File: config.mk
export PLATFORM = sky130hd
export DESIGN_NAME = sram_req_arbiter
export DESIGN_NICKNAME = d
export VERILOG_FILES = /design/src/rtl/sram_req_arbiter_pkg.sv /design/src/rtl/sram_req_arbiter_tag_fifo.sv /design/src/rtl/sram_req_arbiter.sv
export SDC_FILE = /design/constraint.sdc
export NUM_CORES = 1
export LEC_CHECK = 0
export ABC_AREA = 1
export CORE_AREA = 2 2 127 129
export CTS_BUF_LIST = sky130_fd_sc_hd__clkbuf_8 sky130_fd_sc_hd__clkbuf_16
export DETAILED_ROUTE_END_ITERATION = 12
export DIE_AREA = 0 0 129 131
export GPL_TIMING_DRIVEN = 0
export PLACE_DENSITY = 0.63
export SYNTH_ARGS = -nofsm -noshare
export SYNTH_HDL_FRONTEND = slang
export SYNTH_SLANG_ARGS = --single-unit
File: constraint.sdc
create_clock -name clk -period 2.4 [get_ports clk]
set_input_delay 0.24 -clock clk [delete_from_list [all_inputs] [get_ports clk]]
set_output_delay 0.24 -clock clk [all_outputs]
set_load 0.02 [all_outputs]
File: src/rtl/sram_req_arbiter_pkg.sv
// Shared types for the SRAM-like request arbiter: master tags and the request bundle.
package sram_req_arbiter_pkg;

    typedef logic [31:0] virt_t;
    typedef logic [31:0] uint32_t;

    typedef enum logic {
        ARB_INST = 1'b0,
        ARB_DATA = 1'b1
    } arb_master_e;

    typedef struct packed {
        logic        wr;
        logic [1:0]  size;
        logic [3:0]  wstrb;
        virt_t       addr;
        uint32_t     wdata;
    } sram_req_t;

endpackage

File: src/rtl/sram_req_arbiter_tag_fifo.sv
// In-order tag FIFO (1-bit payload) recording which master issued each accepted request.
module arb_tag_fifo #(
    parameter int DEPTH = 4
) (
    input  logic                           clk,
    input  logic                           reset,
    input  logic                           push,
    input  logic                           din,
    input  logic                           pop,
    output logic                           head,
    output logic [$clog2(DEPTH+1)-1:0]     count,
    output logic                           full,
    output logic                           empty
);
    localparam int PTR_W = (DEPTH > 1) ? $clog2(DEPTH) : 1;
    localparam int CNT_W = $clog2(DEPTH + 1);

    logic [DEPTH-1:0] mem;
    logic [PTR_W-1:0] wr_ptr;
    logic [PTR_W-1:0] rd_ptr;
    logic             push_ok;
    logic             pop_ok;

    assign full    = (count == CNT_W'(DEPTH));
    assign empty   = (count == '0);
    assign push_ok = push & ~full;
    assign pop_ok  = pop & ~empty;
    assign head    = mem[rd_ptr];

    // Depth is a power of two, so pointer wrap is the natural counter overflow.
    always_ff @(posedge clk) begin
        if (reset) begin
            wr_ptr <= '0;
            rd_ptr <= '0;
            count  <= '0;
        end else begin
            if (push_ok) begin
                mem[wr_ptr] <= din;
                wr_ptr      <= wr_ptr + 1'b1;
            end
            if (pop_ok) begin
                rd_ptr <= rd_ptr + 1'b1;
            end
            case ({push_ok, pop_ok})
                2'b10:   count <= count + 1'b1;
                2'b01:   count <= count - 1'b1;
                default: count <= count;
            endcase
        end
    end

endmodule

File: src/rtl/sram_req_arbiter.sv
// Merges instruction and data SRAM-like masters onto one slave port with in-order response routing.
// Define SRAM_ARB_ROUND_ROBIN_EN for round-robin contention; default is fixed data-over-inst priority.
module sram_req_arbiter
    import sram_req_arbiter_pkg::*;
#(
    parameter int MAX_OUTSTANDING = 4
) (
    input  logic                                   clk,
    input  logic                                   reset,

    input  logic                                   inst_req,
    input  logic                                   inst_wr,
    input  logic [1:0]                             inst_size,
    input  logic [3:0]                             inst_wstrb,
    input  logic [31:0]                            inst_addr,
    input  logic [31:0]                            inst_wdata,
    output logic                                   inst_addr_ok,
    output logic                                   inst_data_ok,
    output logic [31:0]                            inst_rdata,

    input  logic                                   data_req,
    input  logic                                   data_wr,
    input  logic [1:0]                             data_size,
    input  logic [3:0]                             data_wstrb,
    input  logic [31:0]                            data_addr,
    input  logic [31:0]                            data_wdata,
    output logic                                   data_addr_ok,
    output logic                                   data_data_ok,
    output logic [31:0]                            data_rdata,

    output logic                                   s_req,
    output logic                                   s_wr,
    output logic [1:0]                             s_size,
    output logic [3:0]                             s_wstrb,
    output logic [31:0]                            s_addr,
    output logic [31:0]                            s_wdata,
    input  logic                                   s_addr_ok,
    input  logic                                   s_data_ok,
    input  logic [31:0]                            s_rdata,

    output logic [$clog2(MAX_OUTSTANDING+1)-1:0]   outstanding,
    output logic                                   proto_err
);
    logic        lock_valid;
    arb_master_e lock_master;
    logic        grant_valid;
    arb_master_e grant;
    logic        granted_req;
    logic        fifo_full;
    logic        fifo_empty;
    logic        fifo_head;
    logic        push;
    logic        pop;
    sram_req_t   inst_fields;
    sram_req_t   data_fields;
    sram_req_t   s_fields;

`ifdef SRAM_ARB_ROUND_ROBIN_EN
    arb_master_e last_grant;

    always_ff @(posedge clk) begin
        if (reset) begin
            last_grant <= ARB_INST;
        end else if (push) begin
            last_grant <= grant;
        end
    end
`endif

    always_comb begin
        grant_valid = 1'b0;
        grant       = ARB_DATA;
        if (lock_valid) begin
            grant_valid = 1'b1;
            grant       = lock_master;
        end else if (inst_req && data_req) begin
            grant_valid = 1'b1;
`ifdef SRAM_ARB_ROUND_ROBIN_EN
            grant       = (last_grant == ARB_INST) ? ARB_DATA : ARB_INST;
`else
            grant       = ARB_DATA;
`endif
        end else if (inst_req) begin
            grant_valid = 1'b1;
            grant       = ARB_INST;
        end else if (data_req) begin
            grant_valid = 1'b1;
            grant       = ARB_DATA;
        end
    end

    assign inst_fields = '{wr: inst_wr, size: inst_size, wstrb: inst_wstrb,
                           addr: inst_addr, wdata: inst_wdata};
    assign data_fields = '{wr: data_wr, size: data_size, wstrb: data_wstrb,
                           addr: data_addr, wdata: data_wdata};

    // With no grant, grant defaults to DATA so the bus carries the data master's fields.
    assign s_fields    = (grant == ARB_INST) ? inst_fields : data_fields;
    assign granted_req = (grant == ARB_INST) ? inst_req : data_req;

    assign s_req   = grant_valid & granted_req & ~fifo_full & ~reset;
    assign s_wr    = s_fields.wr;
    assign s_size  = s_fields.size;
    assign s_wstrb = s_fields.wstrb;
    assign s_addr  = s_fields.addr;
    assign s_wdata = s_fields.wdata;

    assign push         = s_req & s_addr_ok;
    assign inst_addr_ok = push & (grant == ARB_INST);
    assign data_addr_ok = push & (grant == ARB_DATA);

    always_ff @(posedge clk) begin
        if (reset) begin
            lock_valid  <= 1'b0;
            lock_master <= ARB_INST;
        end else if (s_req && !s_addr_ok) begin
            lock_valid  <= 1'b1;
            lock_master <= grant;
        end else if (push) begin
            lock_valid  <= 1'b0;
        end
    end

    assign pop          = s_data_ok & ~fifo_empty & ~reset;
    assign inst_data_ok = pop & (arb_master_e'(fifo_head) == ARB_INST);
    assign data_data_ok = pop & (arb_master_e'(fifo_head) == ARB_DATA);
    assign inst_rdata   = s_rdata;
    assign data_rdata   = s_rdata;

    // A response with nothing outstanding means the bridge and arbiter disagree; latch it.
    always_ff @(posedge clk) begin
        if (reset) begin
            proto_err <= 1'b0;
        end else if (s_data_ok && fifo_empty) begin
            proto_err <= 1'b1;
        end
    end

    arb_tag_fifo #(
        .DEPTH (MAX_OUTSTANDING)
    ) u_tag_fifo (
        .clk   (clk),
        .reset (reset),
        .push  (push),
        .din   (grant),
        .pop   (pop),
        .head  (fifo_head),
        .count (outstanding),
        .full  (fifo_full),
        .empty (fifo_empty)
    );

endmodule
Word-level counts from Yosys, hierarchy flattened
Index checks and enable logic that the tools add are counted.

cells by class
  mux-type cells = 17
  $lt $le $gt $ge = 3
  multiply operators = 0
  add/subtract/negate cells = 4
  eq/ne operators = 3
  div/mod/pow operators = 0
  shift operators = 0
  reduce and logical (&&, ||, !) cells = 9
  bitwise operators = 17

operators with widths
  operator                                                           count
  2-to-1 mux 71 bit                                                  1
  bitwise AND 1 bit                                                  12
  2-to-1 mux 1 bit                                                   12
  < comparator 2 x 3 -> 1 bit, second input constant                 2
  one-hot mux 3 bit (2 select lines)                                 1
  NOT 1 bit                                                          5
  adder 2 x 1 -> 2 bit, second input constant                        2
  bitwise mux 4 bit                                                  1
  logical AND 1 bit                                                  4
  nonzero test 2 bit                                                 2
  adder 3 x 1 -> 3 bit, second input constant                        1
  == test 3 bit, second input constant                               1
  logical NOT 3 bit                                                  1
  subtractor 3 x 1 -> 3 bit, second input constant                   1
  binary-select mux 1 bit (select 2 bit)                             1
  demux 1 bit (select 2 bit)                                         1
  == test 2 x 1 -> 1 bit, second input constant                      1
  == test 2 bit, second input constant                               1
  greater-or-equal comparator 2 x 1 -> 1 bit, second input constant  1
  AND reduction 2 bit                                                1
  logical NOT 1 bit                                                  1

storage, ports and cells
  word-level logic and storage cells = 60
  register bits after elaboration = 14
  output and inout bits = 144
  bits of input ports = 180
  bits in latches = 0
  bits in read-only memories = 0
  bits in writable memories = 0
  memories kept = 0

Longest topological paths before layout
  depth in word-level cells = 11
  depth in mapped cells = 12
  mapped depth without buffers = 12

Modules after synthesis
From an unflattened synthesis, not the netlist that was laid out.

second synthesis, totals
  cell total of the unflattened synthesis = 410
  area, all modules = 2233.4 µm²

modules (own cells, without submodules)
  module            cells an instance  area each (µm²)  sequential area each (µm²)  times used
  sram_req_arbiter  331                1609.0           60.1                        1
  arb_tag_fifo      79                 624.3            260.2                       1

Least setup slack after synthesis
OpenSTA, ideal clock, no wires.

  path type = flip-flop to flip-flop
  start point = register u_tag_fifo.count[0]
  end point = register u_tag_fifo.count[2]
  setup time = 122 ps
  slack = 473 ps
  cell stages (with the launch flop) = 11
  data arrival time = 1805 ps
  path buffers = 0
  path through = dfxtp_1 -> nor2_1 -> a21oi_4 -> nand4_4 -> ha_1 -> inv_1 -> fa_1 -> a21oi_1 -> o21ai_0 -> o21ai_0 -> a21oi_1

between the ends
  cells in the longest elaborated chain, start to end = 8
  elaborated cells on any way between the ends = 17
  classes of those cells = 2 x add/sub; 3 x eq/ne; 1 x mux; 9 x bitwise; 2 x reduce/logical

ends and longest elaborated chain
  element                                                                   RTL line                                                  RTL
  from (decl)                                                               sram_req_arbiter_tag_fifo.sv:11                           output logic [$clog2(DEPTH+1)-1:0] count,
  from (signal assigned)                                                    sram_req_arbiter_tag_fifo.sv:45                           2'b10: count <= count + 1'b1;
  from (signal assigned)                                                    sram_req_arbiter_tag_fifo.sv:46                           2'b01: count <= count - 1'b1;
  from (signal assigned)                                                    sram_req_arbiter_tag_fifo.sv:47                           default: count <= count;
  == test 3 bit                                                             sram_req_arbiter_tag_fifo.sv:24                           assign full = (count == CNT_W'(DEPTH));
  NOT 1 bit                                                                 sram_req_arbiter_tag_fifo.sv:26, sram_req_arbiter.sv:101
  bitwise AND 1 bit (2 in a row)                                            sram_req_arbiter.sv:101                                   assign s_req = grant_valid & granted_req & ~fifo_full & ~reset;
  bitwise AND 1 bit                                                         sram_req_arbiter.sv:108                                   assign push = s_req & s_addr_ok;
  bitwise AND 1 bit                                                         sram_req_arbiter_tag_fifo.sv:26                           assign push_ok = push & ~full;
  == test 2 x 1 -> 1 bit or == test 2 bit (tied branches)                   sram_req_arbiter_tag_fifo.sv:44                           case ({push_ok, pop_ok})
  one-hot mux 3 bit (2 select lines) or nonzero test 2 bit (tied branches)  -

Parallel ways exist; a longest one is shown, timed or not.
A chain may end at the register's enable or synchronous reset.

Worst setup path in the final report
  start point = input port data_req
  end point = output port s_size[1]

between the ends
  cells in the longest elaborated chain, start to end = 4

ends and longest elaborated chain
  element            RTL line                RTL
  from (decl)        sram_req_arbiter.sv:21  input logic data_req,
  logical AND 1 bit  sram_req_arbiter.sv:76  end else if (inst_req && data_req) begin
  2-to-1 mux 1 bit   sram_req_arbiter.sv:76
  2-to-1 mux 1 bit   sram_req_arbiter.sv:73  if (lock_valid) begin
  2-to-1 mux 71 bit  sram_req_arbiter.sv:98  assign s_fields = (grant == ARB_INST) ? inst_fields : data_fields;
  to (decl)          sram_req_arbiter.sv:33  output logic [1:0] s_size,

No other way between the ends.

==> flow_summary_export.csv <==
group,metric,value,unit
run_status,status,"finished, final reports clean",
floorplan,die_h,131,um
detailed_routing,via_count,3292,
floorplan,die_x,129,um
global_route,globalRouteMet3Util,3.339,%
worst_hold_path,worstHoldPathType,"flip-flop to flip-flop",
global_route,grt_first_pass_wirelength,14.49,mm
synthesis,synth_cell_type_count,24,
power_and_ir_drop,powerDensity,452.3,mW/mm^2
critical_path,crit_type,"input port to primary output",
placement,placed_cell_area,0.005339,sq mm
critical_path,r2r_end,"u_tag_fifo.count[2]",
clock_tree,clockBufferDepth,2,
detailed_routing,routed_wl,10.52,mm
global_route,use_met2,21.38,%
timing,tightest_slew,468.2,ps
timing,rsz0062_at_grt,"false",
finish,nets,876,
floorplan,io_pins,324,
clock_tree,clock_latency,240,ps
global_route,grt_antenna_before_repair,0,
critical_path,r2r_start,"lock_master",
critical_path,path_max_fanout,10,
finish,syn2layout_area_growth,149.6,%
timing,fin_crit_sh,92.92,%
global_route,top_usage_layer,"met2",
run,maxCapViolCount,0,
finish,fin_area,0.005381,sq mm
power_and_ir_drop,max-vdd-ir-drop,0.0002934,V
floorplan,dieArea,0.01690,sq mm
timing,period_needed,2230,ps
global_route,grt_util_met1,11.72,%
critical_path,arrival,1990,ps
finish,n_fill_cell,1714,
synthesis,synth_area,0.002156,sq mm
critical_path,reg2reg_slack,360,ps
timing,fin_tns_setup,0,ps
global_route,grt.total_usage,10.83,%
timing,setup_viol,0,
finish,antenna_cells,0,
clock_tree,h-tree-depth,1,
worst_hold_path,hold_start,"proto_err",
finish,drive_gt1_share,13.06,%
global_route,grt_max_degree,14,
clock_tree,clkTransAtPathRegs,50,ps
detailed_routing,first_pass_iters,4,
finish,multi_input_area,0.001175,sq mm
detailed_routing,vias_per_cell,3.638,
synthesis,synth_seq_cells,14,
clock_tree,cts_root_buffer,"clkbuf_16",
floorplan,rows,46,
detailed_routing,wl_per_cell,11.62,um
floorplan,core_area,0.01560,sq mm
detailed_routing,drc,0,
critical_path,critPathRequiredTime,2160,ps
clock_tree,cts_setup_buffers,0,
critical_path,start_kind,"input port",
finish,seqCellArea,320.3,sq um
worst_hold_path,hold_depth,2,
power_and_ir_drop,report.power.total,2.434,mW
placement,gp_congestion,0.7370,
placement,dpl.hpwl,9.164,mm
timing,finClkSkew,1.209,ps
timing,slew_headroom,68.79,%
timing,max_freq,448.4,MHz
synthesis,synth_fp_nets,580,
synthesis,synth_cells,394,
clock_tree,cts_buffers,3,
critical_path,end_kind,"primary output",
timing,drv_slew,0,
synthesis,syn_area_per_cell,5.472,sq um
critical_path,slowest_stage,"clkdlybuf4s50_1",
detailed_routing,ant_nets,0,
timing,finalHoldViolCount,0,
global_route,grt_pass1_vias,2990,
critical_path,max_stage_delay,610,ps
critical_path,crit_chain,"clkdlybuf4s50_1 > nor2_1 > nand2_1 > nand2_4 > inv_2 > buf_6 > nand2_1 > nand2_1 > clkdlybuf4s50_1",
global_route,grt_overflow,0,
critical_path,reg2regPathDepth,12,
power_and_ir_drop,p_leak,2.744,nW
synthesis,yosysSeqAreaShare,14.86,%
clock_tree,tritoncts,"built",
detailed_routing,drt_iter0_markers,82,
placement,io_buffers,291,
critical_path,cp_common_cell,"nand2_1",
worst_hold_path,holdPathEnd,"proto_err",
floorplan,start_util,13.82,%
clock_tree,cts_sinks,14,
synthesis,ys_warn_count,0,
-- sequential cells by signal, summed over array words and instances, names as in the netlist --
name / count
proto_err: 1
u_tag_fifo.mem: 4
lock_master: 1
u_tag_fifo.rd_ptr: 2
u_tag_fifo.wr_ptr: 2
u_tag_fifo.count: 3
lock_valid: 1
-- how the worst max path moves through the flow --
stage                   startpoint                  end  slack [ps]  cells past startpoint
6_report                  data_req            s_size[1]         170                      9
4_1_cts                   data_req           s_wstrb[1]          10                      9
3_5_place_dp              data_req           s_wdata[7]        -360                     10
5_1_grt                   data_req            s_size[1]           5                      9
2_1_floorplan  u_tag_fifo.count[0]  u_tag_fifo.count[2]         470                     10
3_3_place_gp              data_req           s_wdata[7]        -350                     10
-- what timing repair did --
action,CTS,global route
hold buffers,0,0
resized for setup,64,16
pin swaps,0,0
setup endpoints to repair,69,14
-- cell type report --
class,instances,area share [%]
repair buffers,291,53.17
flip-flops and latches,14,5.952
clock buffers,3,1.395
multi-input cells,277,21.83
well taps,216,5.022
clock inverters,1,0.06975
plain buffers,80,10.95
inverters,23,1.604
-- critical path: cells and delay by family --
kind | cells | cell delay (ps)
buffers and inverters | 4 | 1340
AND/OR/NAND/NOR | 5 | 410
-- cells in the mapped netlist (all sizes together) --
master	count	area share [%]
nand2	231	40
buf	79	27
inv	23	4.0
nor2	18	3.1
dfxtp	10	9.3
a21oi	8	2.4
ha	5	2.9
o21ai	5	1.2
edfxtp	4	5.6
nand3	3	0.70
nand4	2	1.3
nor3	2	0.70
a32o	1	0.46
and2	1	0.29
clkbuf	1	0.17
fa	1	0.93
-- per-layer routing --
| metal | up-vias | routed length (um) |
|---|---|---|
| met5 | - | 0 |
| met4 | 0 | 19 |
| met3 | 2 | 1151 |
| met2 | 192 | 5450 |
| met1 | 1388 | 3898 |
| li1 | 1710 | - |
-- per-stage QoR --
step                      std cells  util, %  hold WS (ps)  setup WS, ps
after floorplan                 394        -         371.3         472.9
after global placement          901    34.23         436.6        -345.8
after detailed placement        901    34.23         446.3        -360.7
after CTS                       905    34.33         456.3         10.22
after global routing            905    34.50         502.0         5.045
final                           905    34.50         451.4         169.9
-- cell families after synthesis --
group,after synthesis,share of synthesized area (%)
compound gates,14,4.005
fa+ha+maj,6,3.831
buf+inv,103,30.88
flops,14,14.86
simple gates,257,46.43
-- power by group --
group	total, mW	internal (mW)	switching (mW)
Combinational	1.83	0.838	0.991
Sequential	0.289	0.269	0.0202
Clock	0.316	0.220	0.0953
Total	2.43	1.33	1.11
-- layout by cell type (no fill, tap or decap), types with 2 or more instances in the layout --
master,count
nand2_1,230
clkdlybuf4s50_1,221
buf_4,70
dlygate4sd2_1,57
inv_1,20
nor2_1,18
dfxtp_1,10
dlymetal6s2s_1,10
a21oi_1,7
buf_2,6
ha_1,5
o21ai_0,4
edfxtp_1,4
inv_2,3
nand3_1,3
clkbuf_16,3
buf_6,2
clkdlybuf4s15_1,2
Note: power is estimated with default switching activity, not from simulation.
